## src/rtl/comb_pkg.sv

```systemverilog
// rtl/comb_pkg.sv - shared widths, row type and FSM encoding for the colex unranker
package comb_pkg;

  localparam int N_W     = 4;
  localparam int R_W     = 13;
  localparam int ROW_LEN = 16;

  typedef enum logic [2:0] {
    ST_IDLE,
    ST_BUILD,
    ST_CHECK,
    ST_DECODE,
    ST_DONE
  } state_t;

  // One Pascal row: entry j holds C(k, j) for the current row index k
  typedef logic [ROW_LEN-1:0][R_W-1:0] row_t;

endpackage

```

## src/rtl/pascal_row.sv

```systemverilog
// rtl/pascal_row.sv - Pascal-row register that steps up or down one row per cycle
module pascal_row
  import comb_pkg::*;
(
  input  logic clk,
  input  logic rst,
  input  logic init,
  input  logic up,
  input  logic down,
  output row_t row,
  output row_t lower
);

  // Row below the current one: C(k-1,j) = C(k,j) - C(k-1,j-1); the running
  // difference is kept in a temporary so the chain has no self-reference
  always_comb begin
    logic [R_W-1:0] prev;
    lower    = '0;
    prev     = R_W'(1);
    lower[0] = R_W'(1);
    for (int j = 1; j < ROW_LEN; j++) begin
      prev     = row[j] - prev;
      lower[j] = prev;
    end
  end

  // Row register: seed with row 0, add neighbours to climb, load lower to descend
  always_ff @(posedge clk or negedge rst) begin
    if (!rst) begin
      row <= '0;
    end else if (init) begin
      row <= row_t'(1);
    end else if (up) begin
      for (int j = 1; j < ROW_LEN; j++) begin
        row[j] <= row[j] + row[j-1];
      end
    end else if (down) begin
      row <= lower;
    end
  end

endmodule

```

## src/rtl/comb_unranker.sv

```systemverilog
// rtl/comb_unranker.sv - turns a colex rank r < C(n,m) back into an m-subset mask of {0..n-1}
module comb_unranker
  import comb_pkg::*;
(
  input  logic               clk,
  input  logic               rst,
  input  logic               start,
  input  logic [N_W-1:0]     n,
  input  logic [N_W-1:0]     m,
  input  logic [R_W-1:0]     r,
  output logic               ready,
  output logic               done,
  output logic               err,
  output logic [ROW_LEN-1:0] mask
);

  state_t         state;
  logic [N_W-1:0] n_q;
  logic [N_W-1:0] m_q;
  logic [R_W-1:0] r_q;
  logic [N_W-1:0] k;
  logic [N_W-1:0] k_dec;
  logic [N_W-1:0] m_rem;
  logic [R_W-1:0] r_rem;

  logic row_init;
  logic row_up;
  logic row_down;
  row_t row;
  row_t lower;

  // Row-register controls follow the FSM state directly
  always_comb begin
    row_init = (state == ST_IDLE) && start;
    row_up   = (state == ST_BUILD) && (k != n_q);
    row_down = (state == ST_DECODE);
    k_dec    = k - N_W'(1);
  end

  pascal_row u_row (
    .clk   (clk),
    .rst   (rst),
    .init  (row_init),
    .up    (row_up),
    .down  (row_down),
    .row   (row),
    .lower (lower)
  );

  // Control FSM: build row n, validate r against C(n,m), then peel one element per row going down
  always_ff @(posedge clk or negedge rst) begin
    if (!rst) begin
      state <= ST_IDLE;
      ready <= 1'b1;
      done  <= 1'b0;
      err   <= 1'b0;
      mask  <= '0;
      n_q   <= '0;
      m_q   <= '0;
      r_q   <= '0;
      k     <= '0;
      m_rem <= '0;
      r_rem <= '0;
    end else begin
      done <= 1'b0;
      case (state)
        ST_IDLE: begin
          if (start) begin
            n_q   <= n;
            m_q   <= m;
            r_q   <= r;
            k     <= '0;
            mask  <= '0;
            err   <= 1'b0;
            ready <= 1'b0;
            state <= ST_BUILD;
          end
        end
        ST_BUILD: begin
          if (k == n_q) begin
            state <= ST_CHECK;
          end else begin
            k <= k + N_W'(1);
          end
        end
        ST_CHECK: begin
          // row[m] is zero when m > n, so the rank compare alone already rejects it
          if ((m_q > n_q) || (r_q >= row[m_q])) begin
            err   <= 1'b1;
            state <= ST_DONE;
          end else begin
            m_rem <= m_q;
            r_rem <= r_q;
            state <= (k == '0) ? ST_DONE : ST_DECODE;
          end
        end
        ST_DECODE: begin
          // Element k-1 is taken when C(k-1, m_rem) still fits in the remaining rank
          if (lower[m_rem] <= r_rem) begin
            mask[k_dec] <= 1'b1;
            r_rem       <= r_rem - lower[m_rem];
            m_rem       <= m_rem - N_W'(1);
          end
          k <= k_dec;
          if (k == N_W'(1)) begin
            state <= ST_DONE;
          end
        end
        ST_DONE: begin
          done  <= 1'b1;
          ready <= 1'b1;
          state <= ST_IDLE;
        end
        default: begin
          state <= ST_IDLE;
          ready <= 1'b1;
        end
      endcase
    end
  end

endmodule

```

## config.mk

```make
export PLATFORM = sky130hd
export DESIGN_NAME = comb_unranker
export DESIGN_NICKNAME = d
export VERILOG_FILES = /design/src/rtl/comb_pkg.sv /design/src/rtl/pascal_row.sv /design/src/rtl/comb_unranker.sv
export SDC_FILE = /design/constraint.sdc
export NUM_CORES = 1
export LEC_CHECK = 0
export CAP_MARGIN = 10
export CORE_MARGIN = 4
export CORE_UTILIZATION = 50
export DETAILED_ROUTE_END_ITERATION = 10
export GPL_TIMING_DRIVEN = 0
export HOLD_SLACK_MARGIN = 0.02
export PLACE_DENSITY = 0.66
export SLEW_MARGIN = 20
export SYNTH_ARGS = -nofsm -noshare
export SYNTH_HDL_FRONTEND = slang
export SYNTH_HIERARCHICAL = 1
export SYNTH_SLANG_ARGS = --single-unit
```

## constraint.sdc

```tcl
create_clock -name clk -period 16.7 [get_ports clk]
set_clock_uncertainty 0.05 [all_clocks]
set_input_delay 3.34 -clock clk [delete_from_list [all_inputs] [get_ports clk]]
set_output_delay 3.34 -clock clk [all_outputs]
set_load 0.01 [all_outputs]
```

==> insert_results.sql, run 1 <==
INSERT INTO impl_metrics (metric_group, metric, value, unit) VALUES
('status', 'result_of_the_run', 'completed', ''),
('floorplan', 'floorplan.die_area', '65200', 'µm²'),
('setup_path', 'crit_slowest_cell', 'sky130_fd_sc_hd__mux4_2', ''),
('route', 'detail_route.wl_per_cell', '25.6', 'µm'),
('setup_path', 'worst-setup-path-type', 'reg2reg', ''),
('sta', 'final-hold-violation-count', '0', ''),
('setup_path', 'timing.reg2reg.setup_slack', '0.48', 'ns'),
('global_route', 'total_track_usage', '33.0', '%'),
('clocking', 'cts_root_buf', 'sky130_fd_sc_hd__clkbuf_16', ''),
('layout', 'post_layout_nonfiller_instances', '4375', ''),
('floorplan', 'initial_core_utilization', '50.6', '%'),
('sta', 'finalCritPeriodShare', '97.1', '%'),
('run', 'maxCapViolCount', '0', ''),
('setup_path', 'r2r_end', 'r_rem[9]$_DFFE_PN0P_', ''),
('logic_synthesis', 'synth.area.top_cells', 'sky130_fd_sc_hd__dfrtp_1 21%, sky130_fd_sc_hd__ha_1 14%, sky130_fd_sc_hd__xnor2_1 6.9%', ''),
('logic_synthesis', 'yosys_most_used_dff', 'sky130_fd_sc_hd__dfrtp_1', ''),
('layout', 'design.final.nets', '3956', ''),
('floorplan', 'die_width', '255', 'µm'),
('route', 'post_drt_via_cell_ratio', '6.23', ''),
('setup_path', 'setup.worst_path.start_class', 'flip-flop', ''),
('setup_path', 'sort_of_element_at_the_end_of_the_critical_path', 'flip-flop', ''),
('route', 'drt-total-wl', '112000', 'µm'),
('clocking', 'insertion_delay', '0.60', 'ns'),
('logic_synthesis', 'synth_seq_cells', '260', ''),
('logic_synthesis', 'synth_edf_count', '0', ''),
('layout', 'area_overhead_vs_synth', '11.8', '%'),
('logic_synthesis', 'fraction_of_post_synthesis_cell_area_in_the_top_cell_type_by_area', '21.2', '%'),
('route', 'remaining_number_of_nets_flagged_by_the_antenna_check_after_routing', '0', ''),
('setup_path', 'cp.required', '17.12', 'ns'),
('global_route', 'grt_remaining_overflow', '0', ''),
('placement', 'numPlacedInstances', '4283', ''),
('hold_path', 'hp-class', 'reg2reg', ''),
('layout', 'layout-drive-gt1-share', '10.4', '%'),
('global_route', 'first_global_vias', '26200', ''),
('logic_synthesis', 'synthesis.yosys.warnings', '6', ''),
('setup_path', 'r2r_start', 'u_row/row[14]$_DFFE_PN0P_', ''),
('logic_synthesis', 'post_synth.cell_area_avg', '8.91', 'µm²'),
('sta', 'fmax', '61.7', 'MHz'),
('clocking', 'cts_tree', 'done', ''),
('floorplan', 'io_pins', '43', ''),
('setup_path', 'crit_path_frequent_cell', 'sky130_fd_sc_hd__inv_1', ''),
('placement', 'port_buffers', '42', ''),
('clocking', 'clock_tree.htree_level_count', '2', ''),
('route', 'post-route-drc-count', '0', ''),
('global_route', 'first_pass_grt_wire_length', '165000', 'µm'),
('setup_path', 'crit_arrival', '16.64', 'ns'),
('sta', 'worst_pin_slew', '1.22', 'ns'),
('setup_path', 'cpPeakStageDelay', '0.52', 'ns'),
('clocking', 'cts-buffers-inserted', '38', ''),
('clocking', 'cts_hold_buffers', '0', ''),
('floorplan', 'die_h', '255', 'µm'),
('logic_synthesis', 'synth_area_leader_cell', 'sky130_fd_sc_hd__dfrtp_1', ''),
('route', 'detailedRoute.firstIterationViolations', '2789', ''),
('clocking', 'tritoncts_num_sinks', '260', ''),
('clocking', 'clock_tree.buffer_depth', '3', ''),
('sta', 'final_period_minus_worst_setup_slack', '16.22', 'ns'),
('logic_synthesis', 'netlist_area', '30600', 'µm²'),
('route', 'detail_route.first_pass.iterations', '8', ''),
('sta', 'finalMaxSlewViolations', '0', ''),
('route', 'routed-via-count', '27200', ''),
('setup_path', 'number_of_cells_on_the_worst_reg_to_reg_path', '71', ''),
('placement', 'hpwl', '85800', 'µm'),
('global_route', 'antenna_found_initial', '6', ''),
('logic_synthesis', 'ys_seq_area_share', '21.3', '%'),
('setup_path', 'cp-endpoint', 'r_rem[9]$_DFFE_PN0P_', ''),
('floorplan', 'core', '60500', 'µm²'),
('logic_synthesis', 'syn_inst', '3433', ''),
('global_route', 'grt_start_max_net_pins', '95', ''),
('logic_synthesis', 'synth.distinct_cells', '84', ''),
('sta', 'setup-violations-final', '0', ''),
('floorplan', 'placement_rows', '90', ''),
('sta', 'maxSlewHeadroom', '18.8', '%'),
('setup_path', 'timing.critical_path.from', 'u_row/row[14]$_DFFE_PN0P_', ''),
('placement', 'finalWeightedCongestion', '1.04', ''),
('setup_path', 'timing.critical_path.fanout_max', '10', ''),
('logic_synthesis', 'synth-async-reset-ratio', '100', '%'),
('clocking', 'worst_setup_hold_path_clk_slew', '0.06', 'ns');
what timing repair did:
action	in CTS	in global routing
buffers inserted	2	22
resized for setup	20	72
pin swaps	3	20
endpoints found under the setup margin	33	33
hold endpoints to repair	0	0
flip-flops by register name, summed over array words and instances, names as in the netlist:
signal,count
m_rem,4
done,1
m_q,4
u_row/row,196
r_q,13
mask,16
err,1
ready,1
state,3
r_rem,13
n_q,4
k,4
cells in the final DEF, fill, tap and decap left out, drive strengths merged, types with 133 or more instances in the layout:
master,synthesis,final
a21o,133,133
dfrtp,259,259
inv,363,365
o21bai,134,134
clkbuf,120,174
xnor2,252,252
mux2i,150,150
a21oi,326,326
a211oi,190,190
nor2,309,309
ha,343,343
through the flow:
stage / worst slack [ns] / utilization [%] / hold slack, ns / setup TNS (ns) / instance area, µm²
detailed placement: -1.10 / 53.2 / 0.425 / -29.06 / 32200
global route: -0.00350 / 56.6 / 0.468 / -0.00350 / 34200
floorplan: 2.18 / - / 0.413 / 0 / 30700
global placement: -0.924 / 53.1 / 0.426 / -118.41 / 32100
CTS: 0.0550 / 55.5 / 0.435 / 0 / 33500
finish: 0.481 / 56.6 / 0.433 / 0 / 34200
layer usage:
metal	vias to the layer above	GRT usage [%]	wire, µm
li1	12500	-	-
met5	-	0	100
met3	329	8.95	11800
met4	10	15.9	6310
met2	1345	51.3	49200
met1	13100	42.9	44600
layout make-up:
type	instances	area [µm²]
diodes	2	5.00
plain buffers	180	818
clock buffers	54	1090
clock inverters	13	120
fillers	5436	26300
inverters	366	1380
multi-input cells	2649	22600
flip-flops and latches	260	6510
well taps	782	978
repair buffers	69	688
worst min path at each step:
stage / start / endpoint / slack [ns] / cells after the start
floorplan: u_row/row[0]$_DFFE_PN0P_ / u_row/row[0]$_DFFE_PN0P_ / 0.41 / 1
global placement: ready$_DFFE_PN1P_ / ready$_DFFE_PN1P_ / 0.43 / 2
detailed placement: ready$_DFFE_PN1P_ / ready$_DFFE_PN1P_ / 0.43 / 2
CTS: ready$_DFFE_PN1P_ / ready$_DFFE_PN1P_ / 0.43 / 2
global route: ready$_DFFE_PN1P_ / ready$_DFFE_PN1P_ / 0.47 / 2
finish: ready$_DFFE_PN1P_ / ready$_DFFE_PN1P_ / 0.43 / 2
cell usage after synthesis, types with 21 or more instances:
cell type and number:
sky130_fd_sc_hd__a211oi_1 190, sky130_fd_sc_hd__a21o_1 133, sky130_fd_sc_hd__a21oi_1 326, sky130_fd_sc_hd__a221oi_1 25
sky130_fd_sc_hd__buf_1 25, sky130_fd_sc_hd__buf_4 26, sky130_fd_sc_hd__clkbuf_1 120, sky130_fd_sc_hd__dfrtp_1 259
sky130_fd_sc_hd__fa_1 25, sky130_fd_sc_hd__ha_1 343, sky130_fd_sc_hd__inv_1 360, sky130_fd_sc_hd__maj3_1 33
sky130_fd_sc_hd__mux2_2 21, sky130_fd_sc_hd__mux2i_1 150, sky130_fd_sc_hd__mux4_2 91, sky130_fd_sc_hd__nand2_1 105
sky130_fd_sc_hd__nor2_1 309, sky130_fd_sc_hd__nor2b_1 47, sky130_fd_sc_hd__nor3_1 27, sky130_fd_sc_hd__o21ai_0 65
sky130_fd_sc_hd__o21bai_1 133, sky130_fd_sc_hd__xnor2_1 241, sky130_fd_sc_hd__xor2_1 127
worst max-delay path: cells and delay by family (launching register included):
family / cells / cell delay (ns)
adders and majority gates: 15 / 4.87
xor gates and xnor gates: 16 / 4.29
AOI/OAI and AO/OA: 13 / 2.91
buffers and inverters: 19 / 1.89
and+or+nand+nor: 6 / 0.81
muxes: 2 / 0.81
DFF: 1 / 0.43
logic make-up after synthesis:
logic type	after synthesis	share of synthesized area (%)
other	2	0.0245
flip-flops	260	21.3
buffers and inverters	547	7.13
XOR/XNOR	396	12.4
AND/OR/NAND/NOR	569	8.10
AO/OA/AOI/OAI	978	21.3
multiplexers	264	12.5
adder cells (fa/ha/maj)	417	17.3
Power of run 1 is not shown: default switching activity piles up to over one toggle a cycle in this logic, so the estimate is an artifact.
==> inputs of run 2 (changes only) <==
CAP_MARGIN = default   (was 10)
CTS_BUF_LIST = sky130_fd_sc_hd__clkbuf_16   (was default)
==> run 2 against run 1 <==
Net effect: clock-buffer cell count down 16; via count up 0.33%; critical path depth down 1; fmax about the same; worst setup slack better by 0.00071 ns; hold slack worse by 0.0019 ns; highest routed layer unchanged.
==> insert_results.sql, run 2 (same netlist as run 1, synthesis figures left out) <==
INSERT INTO impl_metrics (metric_group, metric, value, unit) VALUES
('status', 'result_of_the_run', 'completed', ''),
('clocking', 'cts_tree', 'done', ''),
('setup_path', 'r2r_end', 'r_rem[9]$_DFFE_PN0P_', ''),
('clocking', 'cts-buffers-inserted', '38', ''),
('global_route', 'grt_remaining_overflow', '0', ''),
('placement', 'port_buffers', '42', ''),
('clocking', 'insertion_delay', '0.60', 'ns'),
('sta', 'maxSlewHeadroom', '20.3', '%'),
('placement', 'finalWeightedCongestion', '1.04', ''),
('clocking', 'worst_setup_hold_path_clk_slew', '0.06', 'ns'),
('layout', 'final_common_cell', 'sky130_fd_sc_hd__inv_1', ''),
('run', 'maxCapViolCount', '0', ''),
('setup_path', 'timing.critical_path.fanout_max', '10', ''),
('placement', 'hpwl', '85800', 'µm'),
('global_route', 'first_pass_grt_wire_length', '165000', 'µm'),
('layout', 'layout-drive-gt1-share', '10.2', '%'),
('floorplan', 'die_width', '255', 'µm'),
('clocking', 'cts_hold_buffers', '0', ''),
('route', 'detail_route.first_pass.iterations', '8', ''),
('global_route', 'grt_start_max_net_pins', '95', ''),
('clocking', 'clock_tree.buffer_depth', '3', ''),
('floorplan', 'die_h', '255', 'µm'),
('setup_path', 'crit_arrival', '16.64', 'ns'),
('layout', 'max_flop_register', 'u_row/row', ''),
('layout', 'design.final.nets', '3956', ''),
('clocking', 'clock_tree.htree_level_count', '2', ''),
('layout', 'number_of_flip_flops_in_the_largest_register', '196', ''),
('route', 'detailedRoute.firstIterationViolations', '2574', ''),
('sta', 'finalCritPeriodShare', '97.1', '%'),
('sta', 'fmax', '61.7', 'MHz'),
('floorplan', 'io_pins', '43', ''),
('setup_path', 'timing.reg2reg.setup_slack', '0.48', 'ns'),
('sta', 'setup-violations-final', '0', ''),
('clocking', 'cts_root_buf', 'sky130_fd_sc_hd__clkbuf_16', ''),
('hold_path', 'hp-class', 'reg2reg', ''),
('layout', 'area_overhead_vs_synth', '11.5', '%'),
('layout', 'final_design_area_no_fill', '34100', 'µm²'),
('floorplan', 'core', '60500', 'µm²'),
('layout', 'final_cell_mix', '366 x sky130_fd_sc_hd__inv_1, 332 x sky130_fd_sc_hd__ha_1, 321 x sky130_fd_sc_hd__a21oi_1', ''),
('setup_path', 'crit_slowest_cell', 'sky130_fd_sc_hd__mux4_2', ''),
('route', 'post-route-drc-count', '0', ''),
('route', 'drt-total-wl', '112000', 'µm'),
('route', 'routed-via-count', '27300', ''),
('setup_path', 'cpPeakStageDelay', '0.52', 'ns'),
('setup_path', 'r2r_start', 'u_row/row[13]$_DFFE_PN0P_', ''),
('route', 'remaining_number_of_nets_flagged_by_the_antenna_check_after_routing', '0', ''),
('global_route', 'antenna_found_initial', '8', ''),
('global_route', 'first_global_vias', '26200', ''),
('clocking', 'tritoncts_num_sinks', '260', ''),
('floorplan', 'placement_rows', '90', ''),
('setup_path', 'cp.required', '17.12', 'ns'),
('sta', 'final-hold-violation-count', '0', ''),
('setup_path', 'number_of_cells_on_the_worst_reg_to_reg_path', '70', ''),
('route', 'detail_route.wl_per_cell', '25.6', 'µm'),
('global_route', 'total_track_usage', '33.1', '%'),
('setup_path', 'sort_of_element_at_the_end_of_the_critical_path', 'flip-flop', ''),
('sta', 'finalMaxSlewViolations', '0', ''),
('sta', 'worst_pin_slew', '1.19', 'ns'),
('layout', 'finalCoreUtilization', '56.4', '%'),
('layout', 'reg.largest.list', 'u_row/row (196), mask (16)', ''),
('floorplan', 'initial_core_utilization', '50.6', '%'),
('setup_path', 'crit_path_frequent_cell', 'sky130_fd_sc_hd__inv_1', ''),
('route', 'post_drt_via_cell_ratio', '6.25', ''),
('setup_path', 'setup.worst_path.start_class', 'flip-flop', ''),
('floorplan', 'floorplan.die_area', '65200', 'µm²'),
('setup_path', 'cp-endpoint', 'r_rem[9]$_DFFE_PN0P_', ''),
('setup_path', 'timing.critical_path.from', 'u_row/row[13]$_DFFE_PN0P_', ''),
('sta', 'final_period_minus_worst_setup_slack', '16.22', 'ns'),
('placement', 'postPlaceCellArea', '32200', 'µm²'),
('setup_path', 'worst-setup-path-type', 'reg2reg', '');
-- run 2: changes by cell type in the layout (fill, tap and decap cells not counted) --
cell,change
sky130_fd_sc_hd__clkinv_1,+8
sky130_fd_sc_hd__diode_2,-1
sky130_fd_sc_hd__inv_1,+8
sky130_fd_sc_hd__clkbuf_1,-8
sky130_fd_sc_hd__clkbuf_8,-8
-- run 2: area by class of cell --
type,instances,area (µm²)
Fill cell,5458,26300
Sequential cell,260,6510
Multi-Input combinational cell,2649,22600
Timing Repair Buffer,69,688
Inverter,366,1380
Clock buffer,38,951
Tap cell,782,978
Antenna cell,1,2.50
Clock inverter,29,180
Buffer,180,818
-- run 2: worst min-delay path by stage --
stage	from	to	depth (start not counted)
floorplan	u_row/row[0]$_DFFE_PN0P_	u_row/row[0]$_DFFE_PN0P_	1
global placement	ready$_DFFE_PN1P_	ready$_DFFE_PN1P_	2
detailed placement	ready$_DFFE_PN1P_	ready$_DFFE_PN1P_	2
CTS	ready$_DFFE_PN1P_	ready$_DFFE_PN1P_	2
global route	ready$_DFFE_PN1P_	ready$_DFFE_PN1P_	2
finish	ready$_DFFE_PN1P_	ready$_DFFE_PN1P_	2
-- run 2: what timing repair did --
action,4_1_cts,5_1_grt
setup buffers,2,22
setup endpoints to repair,33,33
pin swaps,3,20
gates resized for setup,20,72
-- run 2: per-layer routing --
layer,GRT usage (%),part of all wire [%]
met1,43.3,40
met2,51.4,44
met3,8.25,10
met4,15.7,5.8
met5,0,0.082
-- run 2: critical path, delay by kind of cell, from the launching register on --
kind | cells | cell delay [ns]
mux | 2 | 0.81
fa+ha+maj | 15 | 5.09
compound gates | 12 | 2.74
simple gates | 6 | 0.88
xor+xnor | 16 | 4.27
buf+inv | 19 | 1.82
flops | 1 | 0.43
-- run 2: per-stage QoR --
step,hold slack (ns),setup slack (ns),cells,TNS [ns]
finish,0.431,0.481,4374,0
global route,0.468,-0.0399,4373,-0.0745
global placement,0.426,-0.924,4280,-118.41
detailed placement,0.425,-1.10,4283,-29.06
floorplan,0.413,2.18,3456,0
CTS,0.435,0.0575,4352,0
Power of run 2 is left out for the same reason.
